===== config.mk =====
export PLATFORM = sky130hd
export DESIGN_NAME = md_issue_ctrl
export DESIGN_NICKNAME = d
export VERILOG_FILES = /design/src/rtl/md_issue_ctrl.sv
export SDC_FILE = /design/constraint.sdc
export NUM_CORES = 1
export LEC_CHECK = 0
export BUFFER_PORTS_ARGS = -buffer_cell sky130_fd_sc_hd__buf_2
export CAP_MARGIN = 30
export CORE_AREA = 4 4 41 43
export DETAILED_ROUTE_END_ITERATION = 16
export DIE_AREA = 0 0 45 47
export PLACE_DENSITY_LB_ADDON = 0.05
export SYNTH_ARGS = -nofsm -noshare
export SYNTH_HDL_FRONTEND = slang
export SYNTH_SLANG_ARGS = --single-unit

===== constraint.sdc =====
create_clock -name clk -period 2.71 [get_ports clk]
set_input_delay 0.1355 -clock clk [delete_from_list [all_inputs] [get_ports clk]]
set_output_delay 0.1355 -clock clk [all_outputs]
set_load 0.01 [all_outputs]

===== src/rtl/md_issue_ctrl.sv =====
// Issue/sequencing control for the multiply/divide unit: accepts mult/div ops from E,
// counts the execute latency, strobes the HI/LO commit, and stalls D while the unit is busy.
module md_issue_ctrl #(
    parameter int MULT_LAT = 5,
    parameter int DIV_LAT  = 10
) (
    input  logic       clk,
    input  logic       reset,
    input  logic       e_valid,
    input  logic [3:0] e_op,
    input  logic       req,
    input  logic       d_md_use,
    output logic       md_start,
    output logic [3:0] md_ctrl,
    output logic       md_commit,
    output logic       busy,
    output logic       stall_d,
    output logic       err
);

    typedef enum logic [1:0] {
        IDLE,
        RUN,
        COMMIT
    } state_e;

    localparam logic [3:0] MULT_LAT_C = 4'(MULT_LAT);
    localparam logic [3:0] DIV_LAT_C  = 4'(DIV_LAT);
    localparam logic [3:0] CTRL_NOP   = 4'b1111;

    state_e     state_q, state_d;
    logic [3:0] cnt_q, cnt_d;
    logic [3:0] lat_q, lat_d;
    logic       err_q, err_d;

    logic start_op;
    logic move_to;
    logic accept;

    assign start_op = (e_op[3:2] == 2'b00);
    assign move_to  = (e_op == 4'd6) || (e_op == 4'd7);
    // A start op is never taken in a reset cycle, even though the register reset wins anyway.
    assign accept   = e_valid && start_op && !req && (state_q == IDLE) && !reset;

    // NOTE: every signal driven here gets a default first so no path leaves it unassigned (no latches).
    always_comb begin
        state_d   = state_q;
        cnt_d     = cnt_q;
        lat_d     = lat_q;
        err_d     = err_q;
        md_start  = accept;
        md_commit = 1'b0;
        md_ctrl   = CTRL_NOP;

        // mfhi/mflo still read HI/LO under an exception request; everything else is squashed.
        if (e_valid && !e_op[3] && (!req || e_op == 4'd4 || e_op == 4'd5)) begin
            md_ctrl = e_op;
        end

        case (state_q)
            IDLE: begin
                if (accept) begin
                    state_d = RUN;
                    cnt_d   = 4'd1;
                    lat_d   = e_op[1] ? DIV_LAT_C : MULT_LAT_C;
                end
            end
            RUN: begin
                if (cnt_q < lat_q) begin
                    cnt_d = cnt_q + 4'd1;
                end else begin
                    state_d = COMMIT;
                end
            end
            COMMIT: begin
                md_commit = 1'b1;
                state_d   = IDLE;
                cnt_d     = 4'd0;
            end
            default: begin
                state_d = IDLE;
                cnt_d   = 4'd0;
            end
        endcase

        if (e_valid && e_op[3]) begin
            err_d = 1'b1;
        end
        if (e_valid && (state_q != IDLE) && (start_op || move_to)) begin
            err_d = 1'b1;
        end
    end

    // NOTE: state registers use non-blocking assignments; reset here is synchronous and active-high.
    always_ff @(posedge clk) begin
        if (reset) begin
            state_q <= IDLE;
            cnt_q   <= 4'd0;
            lat_q   <= 4'd0;
            err_q   <= 1'b0;
        end else begin
            state_q <= state_d;
            cnt_q   <= cnt_d;
            lat_q   <= lat_d;
            err_q   <= err_d;
        end
    end

    assign busy    = md_start || (state_q != IDLE);
    assign stall_d = d_md_use && busy;
    assign err     = err_q;

endmodule


Word-level counts from Yosys, hierarchy flattened
Index checks and enable logic that the tools add are counted.
{"block": "classes", "addsub": 1, "multipliers": 0, "n_div": 0, "order_cmp": 1, "n_eq_ne": 9, "shift": 0, "n_mux": 11, "bitwise_logic": 0, "n_reduce_logical": 25}
{"operator": "== test 4 x 3 -> 1 bit (second input constant)", "count": 4}
{"operator": "2-to-1 mux 4 bit", "count": 4}
{"operator": "logical AND 1 bit", "count": 10}
{"operator": "one-hot mux 4 bit (2 select lines)", "count": 1}
{"operator": "!= test 2 bit (second input constant)", "count": 3}
{"operator": "AND reduction 2 bit", "count": 3}
{"operator": "logical OR 1 bit", "count": 5}
{"operator": "adder 4 x 1 -> 4 bit (second input constant)", "count": 1}
{"operator": "logical NOT 2 bit", "count": 2}
{"operator": "< comparator 4 bit", "count": 1}
{"operator": "2-to-1 mux 2 bit", "count": 2}
{"operator": "one-hot mux 2 bit (2 select lines)", "count": 1}
{"operator": "nonzero test 2 bit", "count": 2}
{"operator": "logical NOT 1 bit", "count": 3}
{"operator": "2-to-1 mux 1 bit", "count": 3}
{"operator": "== test 2 x 1 -> 1 bit (second input constant)", "count": 1}
{"operator": "== test 2 bit (second input constant)", "count": 1}
{"block": "totals", "regBits": 11, "latchBits": 0, "ramBits": 0, "rom_bits": 0, "input_bits": 9, "out_inout_bits": 9, "n_memories": 0}

Logic depth before layout (Yosys ltp)
Gate-level depths: netlist (run 1).
{"block": "logic_depth", "depth_word": 7, "depth_mapped": 6, "mapped_depth_nobuf": 6}

Least setup slack after synthesis (run 1)
OpenSTA, ideal clock, no wires.
{"block": "synth_path", "path_kind": "register -> register", "from": "register lat_q[1]", "to": "register cnt_q[1]", "arrival_ns": 1.761, "path_slack_ns": 0.878, "path_stages_with_launch": 7, "n_path_buf": 0, "period_less_slack_ns": 1.832, "path_cell_list": "dfxtp_1 -> inv_1 -> ha_1 -> or3b_1 -> a211o_1 -> or4_1 -> a21oi_1"}
{"block": "synth_between", "elab_chain_len": 3}
{"element": "start: declaration", "line_no": "33", "source": "logic [3:0] lat_q, lat_d;"}
{"element": "start signal: assignment", "line_no": "104", "source": "lat_q <= lat_d;"}
{"element": "< comparator 4 bit", "line_no": "69", "source": "if (cnt_q < lat_q) begin"}
{"element": "!= test 2 bit (no source line)"}
{"element": "AND reduction 2 bit (no source line)"}
{"element": "end signal: assignment", "line_no": "103", "source": "cnt_q <= cnt_d;"}
{"element": "end: declaration", "line_no": "32", "source": "logic [3:0] cnt_q, cnt_d;"}
No other way between the ends.
A chain may end at the register's enable or synchronous reset.

Final worst setup path (run 1)
Ends and elaborated chain as after synthesis.

==> results of run 1 <==
[power by group through the flow]
| stage | Combinational [mW] | Sequential (mW) | Clock, mW |
|---|---|---|---|
| floorplan | 0.0177 | 0.140 | 0 |
| global placement | 0.0322 | 0.140 | 0 |
| detailed placement | 0.0323 | 0.140 | 0 |
| CTS | 0.0324 | 0.137 | 0.107 |
| global route | 0.0358 | 0.137 | 0.113 |
| finish | 0.0319 | 0.137 | 0.104 |
[layout by cell type, fill, tap and decap left out, types with 3 or more instances in the layout]
cell type  instances
buf_2             17
dfxtp_1            9
nand3_1            7
inv_1              6
nor2_1             6
nand2b_1           4
a21oi_1            4
ha_1               4
clkbuf_4           3
[through the flow]
step / cells / hold WS, ns
CTS: 99 / 0.1234
global route: 99 / 0.1580
finish: 99 / 0.1238
floorplan: 64 / 0.2761
global placement: 95 / 0.4001
detailed placement: 95 / 0.3976
[critical path, delay by kind of cell (launching register included)]
kind,cells,cell delay [ns]
compound gates,2,0.52
fa+ha+maj,1,0.18
buf+inv,1,0.06
flops,1,0.33
simple gates,2,0.78
[state kept, by name (all words and copies together), names as in the netlist]
name     count
err          1
cnt_q        4
lat_q        2
state_q      2
[final timing paths]
check              to      from
max          cnt_q[1]  lat_q[1]
min               err   e_valid
max reg2reg  cnt_q[1]  lat_q[1]
min reg2reg       err       err
[area by class of cell]
cell class / count / area (um^2) / area share (%)
multi-input combinational: 48 / 341.6 / 50.65
sequential: 9 / 180.2 / 26.72
timing repair buffer: 17 / 85.08 / 12.62
clock buffer: 4 / 26.28 / 3.896
inverter: 6 / 22.52 / 3.340
tap: 15 / 18.77 / 2.783
[per-layer routing]
layer	global-route usage [%]	vias up	wire length [um]
met3	5.747	3	74
li1	-	273	-
met5	0	-	0
met4	7.018	0	14
met1	15.79	230	549
met2	16.67	15	511
[logic make-up (layout without fill, tap and decap cells)]
| group | count (synthesis) | in the layout | synth area share [%] |
|---|---|---|---|
| simple gates | 27 | 27 | 29.45 |
| compound gates | 15 | 15 | 19.86 |
| flops | 9 | 9 | 32.88 |
| buf+inv | 7 | 27 | 4.794 |
| fa+ha+maj | 4 | 4 | 9.133 |
| mux | 2 | 2 | 3.881 |
==> metrics.yaml, run 1 <==
outcome: "finished clean"
dp_slack_ns: 0.8060
cp-end-kind: "register"
gp_congestion: 0.7349
netlist_top_cells_count: "dfxtp_1 (9), nand3_1 (7), inv_1 (6), nor2_1 (6)"
slew_headroom_pct: 75.98
worst_pin_slew_ns: 0.3603
dieHeight_um: 47
clock-sinks: 9
syn_nets: 77
final_util_pct: 51.83
vias: 521
power_switching_share_pct: 24.41
syn_area_per_cell_um2: 8.563
finalSetupViolCount: 0
start_util_pct: 42.12
cellPowerDensity_nw_per_um2: 404.9
placed_area_um2: 648.1
overflow: 0
fillerInstances: 129
fin_nets: 98
final-max-slew-violation-count: 0
synth_edf_count: 0
timing.fmax_mhz: 516.9
synth_flop_cell: "dfxtp_1"
ctsHoldBuffers: 0
port_buffers: 17
seq_power_share_pct: 50.0
synth_area_leaders: "dfxtp_1 (33%), ha_1 (9.1%), nand3_1 (6.4%)"
syn-cell-area_um2: 548.0
yosysMostFrequentCell: "dfxtp_1"
synth_cell_types: 28
period_share_pct: 71.39
syn_inst: 64
clockRootBuffer: "clkbuf_4"
routedWlPerCell_um: 11.62
synthToLayoutAreaGrowth_pct: 23.06
rsz0062_at_grt: "no"
clockBufferDepth: 2
timing.max_cap.violations: 0
clk_latency_ns: 0.26
crit_arrival_ns: 2.14
power_frac_clock_pct: 38.3
cts_tree: "yes"
grt_pass1_wl_mm: 1.828
die_area_um2: 2115
ys_seq_area_share_pct: 32.88
cp_max_fo: 6
internal-power_mw: 0.2064
p_sw_mw: 0.06666
post-route-min-period_ns: 1.935
fin_area_um2: 674.4
first_global_vias: 440
cts_buffers: 3
ant_nets: 0
p_comb_share_pct: 11.7
wl_mm: 1.150
cpPeakStageDelay_ns: 0.41
cts_setup_buffers: 0
viasPerCell: 5.263
die-width_um: 45
core-area_um2: 1301
fin_tns_setup_ns: 0
dp.final_hpwl_um: 929
hp-class: "in2reg"
ios: 18
firstDrtPassIters: 4
hold_path_depth: 3
critical_path_class: "reg2reg"
first_iter_violations: 4
cp-start-kind: "register"
track_usage_pct: 12.27
cp_slowest_cell: "or4_1"
layout-drive-gt1-share_pct: 29.76
final-hold-violation-count: 0
yosysWarnings: 0
synth_top_area_share_pct: 32.88
fin_skew_ns: 0.01103
rr_worst_depth: 6
leakage_nw: 0.2834
row_count: 13
finalWorstSetupSlack_ns: 0.7753
r2r_slack_ns: 0.78
synth_async_sr_flop_share_pct: 0
fin_total_pwr_mw: 0.2731
vdd_drop_max_v: 0.0002425
cts_resized: 0
synth_top_cell_by_area: "dfxtp_1"
crit_chain: "inv_1 > ha_1 > or3b_1 > a211o_1 > or4_1 > a21oi_1"
clk_pin_slew_ns: 0.07
grt_max_degree: 13
critPathRequiredTime_ns: 2.91
cts_htree_levels: 1
ys_ff_latch: 9
diodes: 0
antenna_found_initial: 0
drcViolationCount: 0
Note: power is estimated with default switching activity, not from simulation.
==> run 2: changes to the inputs <==
CORE_AREA = unset   (was 4 4 41 43)
CORE_MARGIN = 4   (was unset)
CORE_UTILIZATION = 42   (was unset)
DIE_AREA = unset   (was 0 0 45 47)
clock period = 1.6 ns   (was 2.71 ns; I/O delays follow)
==> run 2 against run 1 <==
Effect of this change:
- the flow now finishes with violations (setup timing)
- final area rose by 17%
- utilization increased by 15 points
- combinational power rose by 94%
- clock skew shrank 0.0094 ns
- die area shrank 8.0%
- setup slack got worse by 0.96 ns
- final cell count rose by 11%
- wire length increased by 18%
- sequential power up 69%
- fmax up 8.2%
- sequential share of layout area decreased by 3.6 points
==> metrics.yaml, run 2 (same netlist as run 1, synthesis figures left out) <==
outcome: "finished with violations"
violations: "setup timing"
final-max-slew-violation-count: 0  # unchanged
regArea_um2: 181.4  # +0.69%
vdd_drop_max_v: 0.0003778  # +56%
cellPowerDensity_nw_per_um2: 599.4  # +48%
viasPerCell: 5.118  # -2.7%
r2r_slack_ns: -0.19  # -0.96 ns
fin_skew_ns: 0.001610  # -0.009420 ns
slew_headroom_pct: 79.49  # +3.5 points
clk_pin_slew_ns: 0.06  # about the same
critPathRequiredTime_ns: 1.81  # -1.10 ns
finalNonFillerCells: 110  # +11%
internal-power_mw: 0.3546  # +72%
synthToLayoutAreaGrowth_pct: 43.38
rsz0062_at_grt: "yes"
ctsHoldBuffers: 0  # unchanged
start_util_pct: 46.79  # +4.7 points
vias: 563  # +8.1%
cp_slowest_cell: "or4_1"
cts_buffers: 3  # unchanged
die_area_um2: 1947  # -8.0%
power_switching_share_pct: 24.72  # +0.31 points
worst_pin_slew_ns: 0.3065  # -0.05381 ns
cp-start-kind: "register"
track_usage_pct: 14.99  # +2.7 points
clk_latency_ns: 0.27  # about the same
firstDrtPassIters: 4  # unchanged
ant_nets: 0  # unchanged
top_regs: "cnt_q (4), lat_q (2), state_q (2)"
final-hold-violation-count: 0  # unchanged
layout-drive-gt1-share_pct: 43.75  # +14 points
period_share_pct: 111.8  # +40 points
power_frac_clock_pct: 37.8  # -0.5 points
timing.fmax_mhz: 559.2  # +8.2%
post-route-min-period_ns: 1.788  # -0.1465 ns
row_count: 12  # -1
p_comb_share_pct: 13.1  # +1.4 points
critical_path_class: "reg2reg"
multi_input_area_um2: 362.8  # +6.2%
overflow: 0  # unchanged
crit_arrival_ns: 2.00  # -0.14 ns
path_delay_family: "simple AND/OR/NAND/NOR gates"
port_buffers: 17  # unchanged
hold_end: "err"
routedWlPerCell_um: 12.38  # +6.6%
fin_tns_setup_ns: -0.6221  # -0.6221 ns
seq_power_share_pct: 49.0  # -1.0 points
first_iter_violations: 10  # +6
cts_htree_levels: 1  # unchanged
fin_nets: 110  # +12%
clockBufferDepth: 2  # unchanged
cp-end-kind: "register"
first_global_vias: 495  # +13%
cp_max_fo: 3  # -3
fin_total_pwr_mw: 0.4710  # +72%
finalSetupViolCount: 4  # +4
core-area_um2: 1171  # -10%
dieHeight_um: 44.12  # -6.1%
path_buf_inv: 1  # unchanged
regMostFlops: "cnt_q"
final_common_cell: "buf_2"
r2r-end: "cnt_q[1]"
dp.final_hpwl_mm: 1.041  # +12%
gp_congestion: 0.7962  # +8.3%
diodes: 0  # unchanged
hold_path_depth: 3  # unchanged
hp-class: "in2reg"
grt_max_degree: 13  # unchanged
fillerInstances: 101  # -22%
largest_reg_flops: 4  # unchanged
timing.max_cap.violations: 0  # unchanged
clockRootBuffer: "clkbuf_4"
clock-sinks: 9  # unchanged
cpPeakStageDelay_ns: 0.43  # +0.02 ns
leakage_nw: 0.3433  # +21%
crit_chain: "inv_2 > ha_4 > or3b_1 > a211o_1 > or4_1 > a21oi_2"
ios: 18  # unchanged
grt_pass1_wl_mm: 2.132  # +17%
dp.cells: 104  # +9.5%
rr_worst_depth: 6  # unchanged
cts_tree: "yes"
wl_mm: 1.362  # +18%
final_cell_mix: "buf_2 (17), buf_4 (12), dfxtp_1 (8)"
p_sw_mw: 0.1164  # +75%
final_util_pct: 67.09  # +15 points
hp-start: "e_valid"
dp_slack_ns: -0.1897  # -0.9958 ns
antenna_found_initial: 0  # unchanged
finalWorstSetupSlack_ns: -0.1882  # -0.9635 ns
rr_startpoint: "lat_q[1]"
drcViolationCount: 0  # unchanged
die-width_um: 44.12  # -2.0%
run 2: per-stage QoR:
step | area [um^2] | hold WS, ns
floorplan | 561.8 | 0.2099
detailed placement | 735.7 | 0.3471
finish | 785.8 | 0.06722
CTS | 774.5 | 0.06667
global placement | 735.7 | 0.3429
global route | 785.8 | 0.09769
run 2: power groups by stage:
stage               clock [mW]  sequential [mW]  combinational, mW
floorplan                    0            0.237             0.0302
CTS                      0.185            0.231             0.0618
finish                   0.178            0.231             0.0618
detailed placement           0            0.236             0.0611
global placement             0            0.236             0.0605
global route             0.198            0.231             0.0684
run 2: worst max path at each step:
stage | start | end | slack, ns | depth (start not counted)
after floorplan | cnt_q[1] | cnt_q[1] | -0.16 | 5
after global placement | lat_q[1] | cnt_q[1] | -0.15 | 6
after detailed placement | lat_q[1] | cnt_q[1] | -0.19 | 6
after global routing | lat_q[1] | cnt_q[1] | -0.23 | 6
final | lat_q[1] | cnt_q[1] | -0.19 | 6
after CTS | lat_q[1] | cnt_q[1] | -0.18 | 6
run 2: cell type report:
class | instances | area share, %
multi-input cells | 48 | 46.18
inverters | 6 | 2.866
clock buffers | 4 | 3.344
well taps | 14 | 2.229
flip-flops and latches | 9 | 23.09
repair buffers | 29 | 22.29
run 2: routing by layer:
layer  share of wire (%)  vias up  GRT usage (%)
met5                   0        -              0
met4                 1.4        0          5.422
met3                 5.4        3          6.098
met2                  46       17          21.22
met1                  47      248          20.24
li1                    -      295              -
run 2: timing repair:
| item | 4_1_cts | 5_1_grt |
|---|---|---|
| resized for setup | 1 | 1 |
| pin swaps | 1 | 1 |
| setup endpoints to repair | 4 | 5 |
| setup buffers | 1 | 1 |
run 2: worst reg2reg max path, delay by kind of cell, from the launching register on:
family                     cells  cell delay (ns)
AOI/OAI and AO/OA              2             0.42
adders and majority gates      1             0.15
buffers and inverters          1             0.05
DFF                            1             0.33
and+or+nand+nor                2             0.79
==> run 3: changes to the inputs <==
ABC_AREA = 1   (was unset)
CORE_UTILIZATION = 43   (was 42)
==> run 3 against run 2 <==
Effect of this change:
- the run now ends clean
- largest cell class unchanged
- global-route usage grew 0.14 points
- worst hold slack gained 0.027 ns
- utilization shrank 8.1 points
- fmax grew 30%
- clock power grew 3%
- first-iteration DRC count shrank 20%
- total power grew 4.7%
- via count shrank 3.4%
==> metrics.yaml, run 3 <==
synth_edf_count: 0  # unchanged
syn_area_per_cell_um2: 7.116  # -17%
synth_cell_types: 22  # -21%
antenna_found_initial: 0  # unchanged
clockRootBuffer: "clkbuf_4"
r2r-end: "cnt_q[0]"
gp_congestion: 0.8064  # +1.3%
cts_buffers: 3  # unchanged
cts_tree: "yes"
clk_latency_ns: 0.27  # about the same
routedWlPerCell_um: 10.50  # -15%
grt_pass1_wl_mm: 2.111  # -0.98%
row_count: 12  # unchanged
clockBufferDepth: 2  # unchanged
fin_nets: 114  # +3.6%
leakage_nw: 0.3390  # -1.2%
rsz0062_at_grt: "no"
outcome: "finished clean"
timing.max_cap.violations: 0  # unchanged
firstDrtPassIters: 4  # unchanged
final-max-slew-violation-count: 0  # unchanged
cp-end-kind: "output port"
ys_seq_area_share_pct: 31.65  # -1.2 points
ctsHoldBuffers: 0  # unchanged
finalNonFillerCells: 114  # +3.6%
synth_top_area_share_pct: 31.65  # -1.2 points
synth_top_family_by_area: "simple AND/OR/NAND/NOR gates"
r2r_slack_ns: 0.26  # +0.45 ns
dp.final_hpwl_um: 928.6  # -11%
cts_htree_levels: 1  # unchanged
worst_pin_slew_ns: 0.2203  # -0.08618 ns
rr_startpoint: "lat_q[1]"
regMostFlops: "cnt_q"
viasPerCell: 4.772  # -6.8%
crit_path_end: "stall_d"
clk_pin_slew_ns: 0.06  # about the same
core-area_um2: 1171  # unchanged
dp.cells: 110  # +5.8%
slew_headroom_pct: 85.19  # +5.7 points
largest_reg_flops: 4  # unchanged
hp-class: "in2reg"
synth_flop_cell: "dfxtp_1"
first_iter_violations: 8  # -2
diodes: 0  # unchanged
final_common_cell: "buf_2"
final-hold-violation-count: 0  # unchanged
finalWorstSetupSlack_ns: 0.2270  # +0.4152 ns
layout-drive-gt1-share_pct: 26.00  # -18 points
vdd_drop_max_v: 0.0004084  # +8.1%
dp_slack_ns: 0.2635  # +0.4533 ns
netlist_top_cells_count: "nand2_1 (15), inv_1 (13), dfxtp_1 (9)"
ios: 18  # unchanged
drcViolationCount: 0  # unchanged
timing.fmax_mhz: 728.4  # +30%
start_util_pct: 48.61  # +1.8 points
final_cell_mix: "buf_2 (17), nand2_1 (15), inv_1 (13)"
synth_compound_area_share_pct: 13.19  # -6.7 points
finalSetupViolCount: 0  # -4
syn_nets: 93  # +21%
grt_max_degree: 9  # -4
first_global_vias: 492  # -0.61%
track_usage_pct: 15.13  # +0.14 points
crit_arrival_ns: 1.29  # -0.71 ns
synth_mux_area_share_pct: 0  # -3.9 points
vias: 544  # -3.4%
syn-cell-area_um2: 569.3  # +3.9%
critical_path_class: "reg2out"
overflow: 0  # unchanged
critPathRequiredTime_ns: 1.52  # -0.29 ns
synth_simple_gate_area_share_pct: 33.41  # +4.0 points
synth_area_leaders: "dfxtp_1 (32%), nand2_1 (9.9%), ha_1 (8.8%)"
synth_async_sr_flop_share_pct: 0  # unchanged
synth_top_cell_by_area: "dfxtp_1"
final_util_pct: 58.97  # -8.1 points
fin_total_pwr_mw: 0.4930  # +4.7%
rr_worst_depth: 8  # +2
cellPowerDensity_nw_per_um2: 713.8  # +19%
syn_inst: 80  # +25%
period_share_pct: 85.81  # -26 points
synth-xor-area-share_pct: 3.077  # +3.1 points
ant_nets: 0  # unchanged
port_buffers: 17  # unchanged
startpoint: "state_q[1]"
yosysMostFrequentCell: "nand2_1"
yosys.area_share.adder_pct: 8.791  # -0.34 points
fin_skew_ns: 0.001497  # -0.0001129 ns
ys_ff_latch: 9  # unchanged
synthToLayoutAreaGrowth_pct: 21.32
cts_setup_buffers: 0  # -1
yosysWarnings: 0  # unchanged
clock-sinks: 9  # unchanged
hold_path_depth: 2  # -1
cp_max_fo: 8  # +5
dieHeight_um: 44.39  # +0.60%
die-width_um: 44.39  # +0.60%
cts_resized: 0  # -1
post-route-min-period_ns: 1.373  # -0.4152 ns
die_area_um2: 1970  # +1.2%
wl_mm: 1.197  # -12%
fin_tns_setup_ns: 0  # +0.6221 ns
cp-start-kind: "register"
top_regs: "cnt_q (4), lat_q (2), state_q (2)"
## run 3: layer usage
| metal | wire length [um] | vias to the layer above | track usage, % | part of all wire (%) |
|---|---|---|---|---|
| met5 | 0 | - | 0 | 0 |
| met4 | 36 | 0 | 10.84 | 3.0 |
| met3 | 49 | 5 | 3.659 | 4.1 |
| met2 | 518 | 11 | 21.80 | 43 |
| met1 | 592 | 232 | 19.42 | 49 |
| li1 | - | 296 | - | - |
## run 3: worst max-delay path, stage by stage, from the launching register on
cell,delay [ns]
dfxtp_1,0.35
nor2_4,0.17
nand3_2,0.17
nand2_4,0.13
nand2_1,0.05
inv_1,0.04
buf_2,0.11
## run 3: cell type report
class | instances | area [um^2]
Clock buffer | 4 | 26.28
Fill cell | 114 | 480.5
Inverter | 13 | 48.80
Multi-Input combinational cell | 57 | 332.8
Sequential cell | 9 | 180.2
Tap cell | 14 | 17.52
Timing Repair Buffer | 17 | 85.08
## run 3: cells by family (layout without fill, tap and decap cells)
family,after synthesis,after routing
simple gates,38,38
buf+inv,14,34
compound gates,13,13
flops,9,9
fa+ha+maj,4,4
xor+xnor,2,2
## run 3: power breakdown
group	switching (mW)	internal, mW
Clock	0.0872	0.0966
Sequential	0.00609	0.230
Combinational	0.0432	0.0294
## run 3: stage by stage
stage / area (um^2) / hold slack [ns]
5_1_grt: 690.7 / 0.08478
3_3_place_gp: 664.4 / 0.3653
3_5_place_dp: 664.4 / 0.3674
4_1_cts: 690.7 / 0.07835
2_1_floorplan: 569.3 / 0.2576
6_report: 690.7 / 0.09450
## run 3: worst min path at each step
stage	start	endpoint	slack [ns]
floorplan	d_md_use	stall_d	0.26
global placement	reset	cnt_q[3]	0.37
detailed placement	reset	cnt_q[2]	0.37
CTS	reset	cnt_q[2]	0.08
global route	reset	cnt_q[2]	0.08
finish	reset	cnt_q[2]	0.09
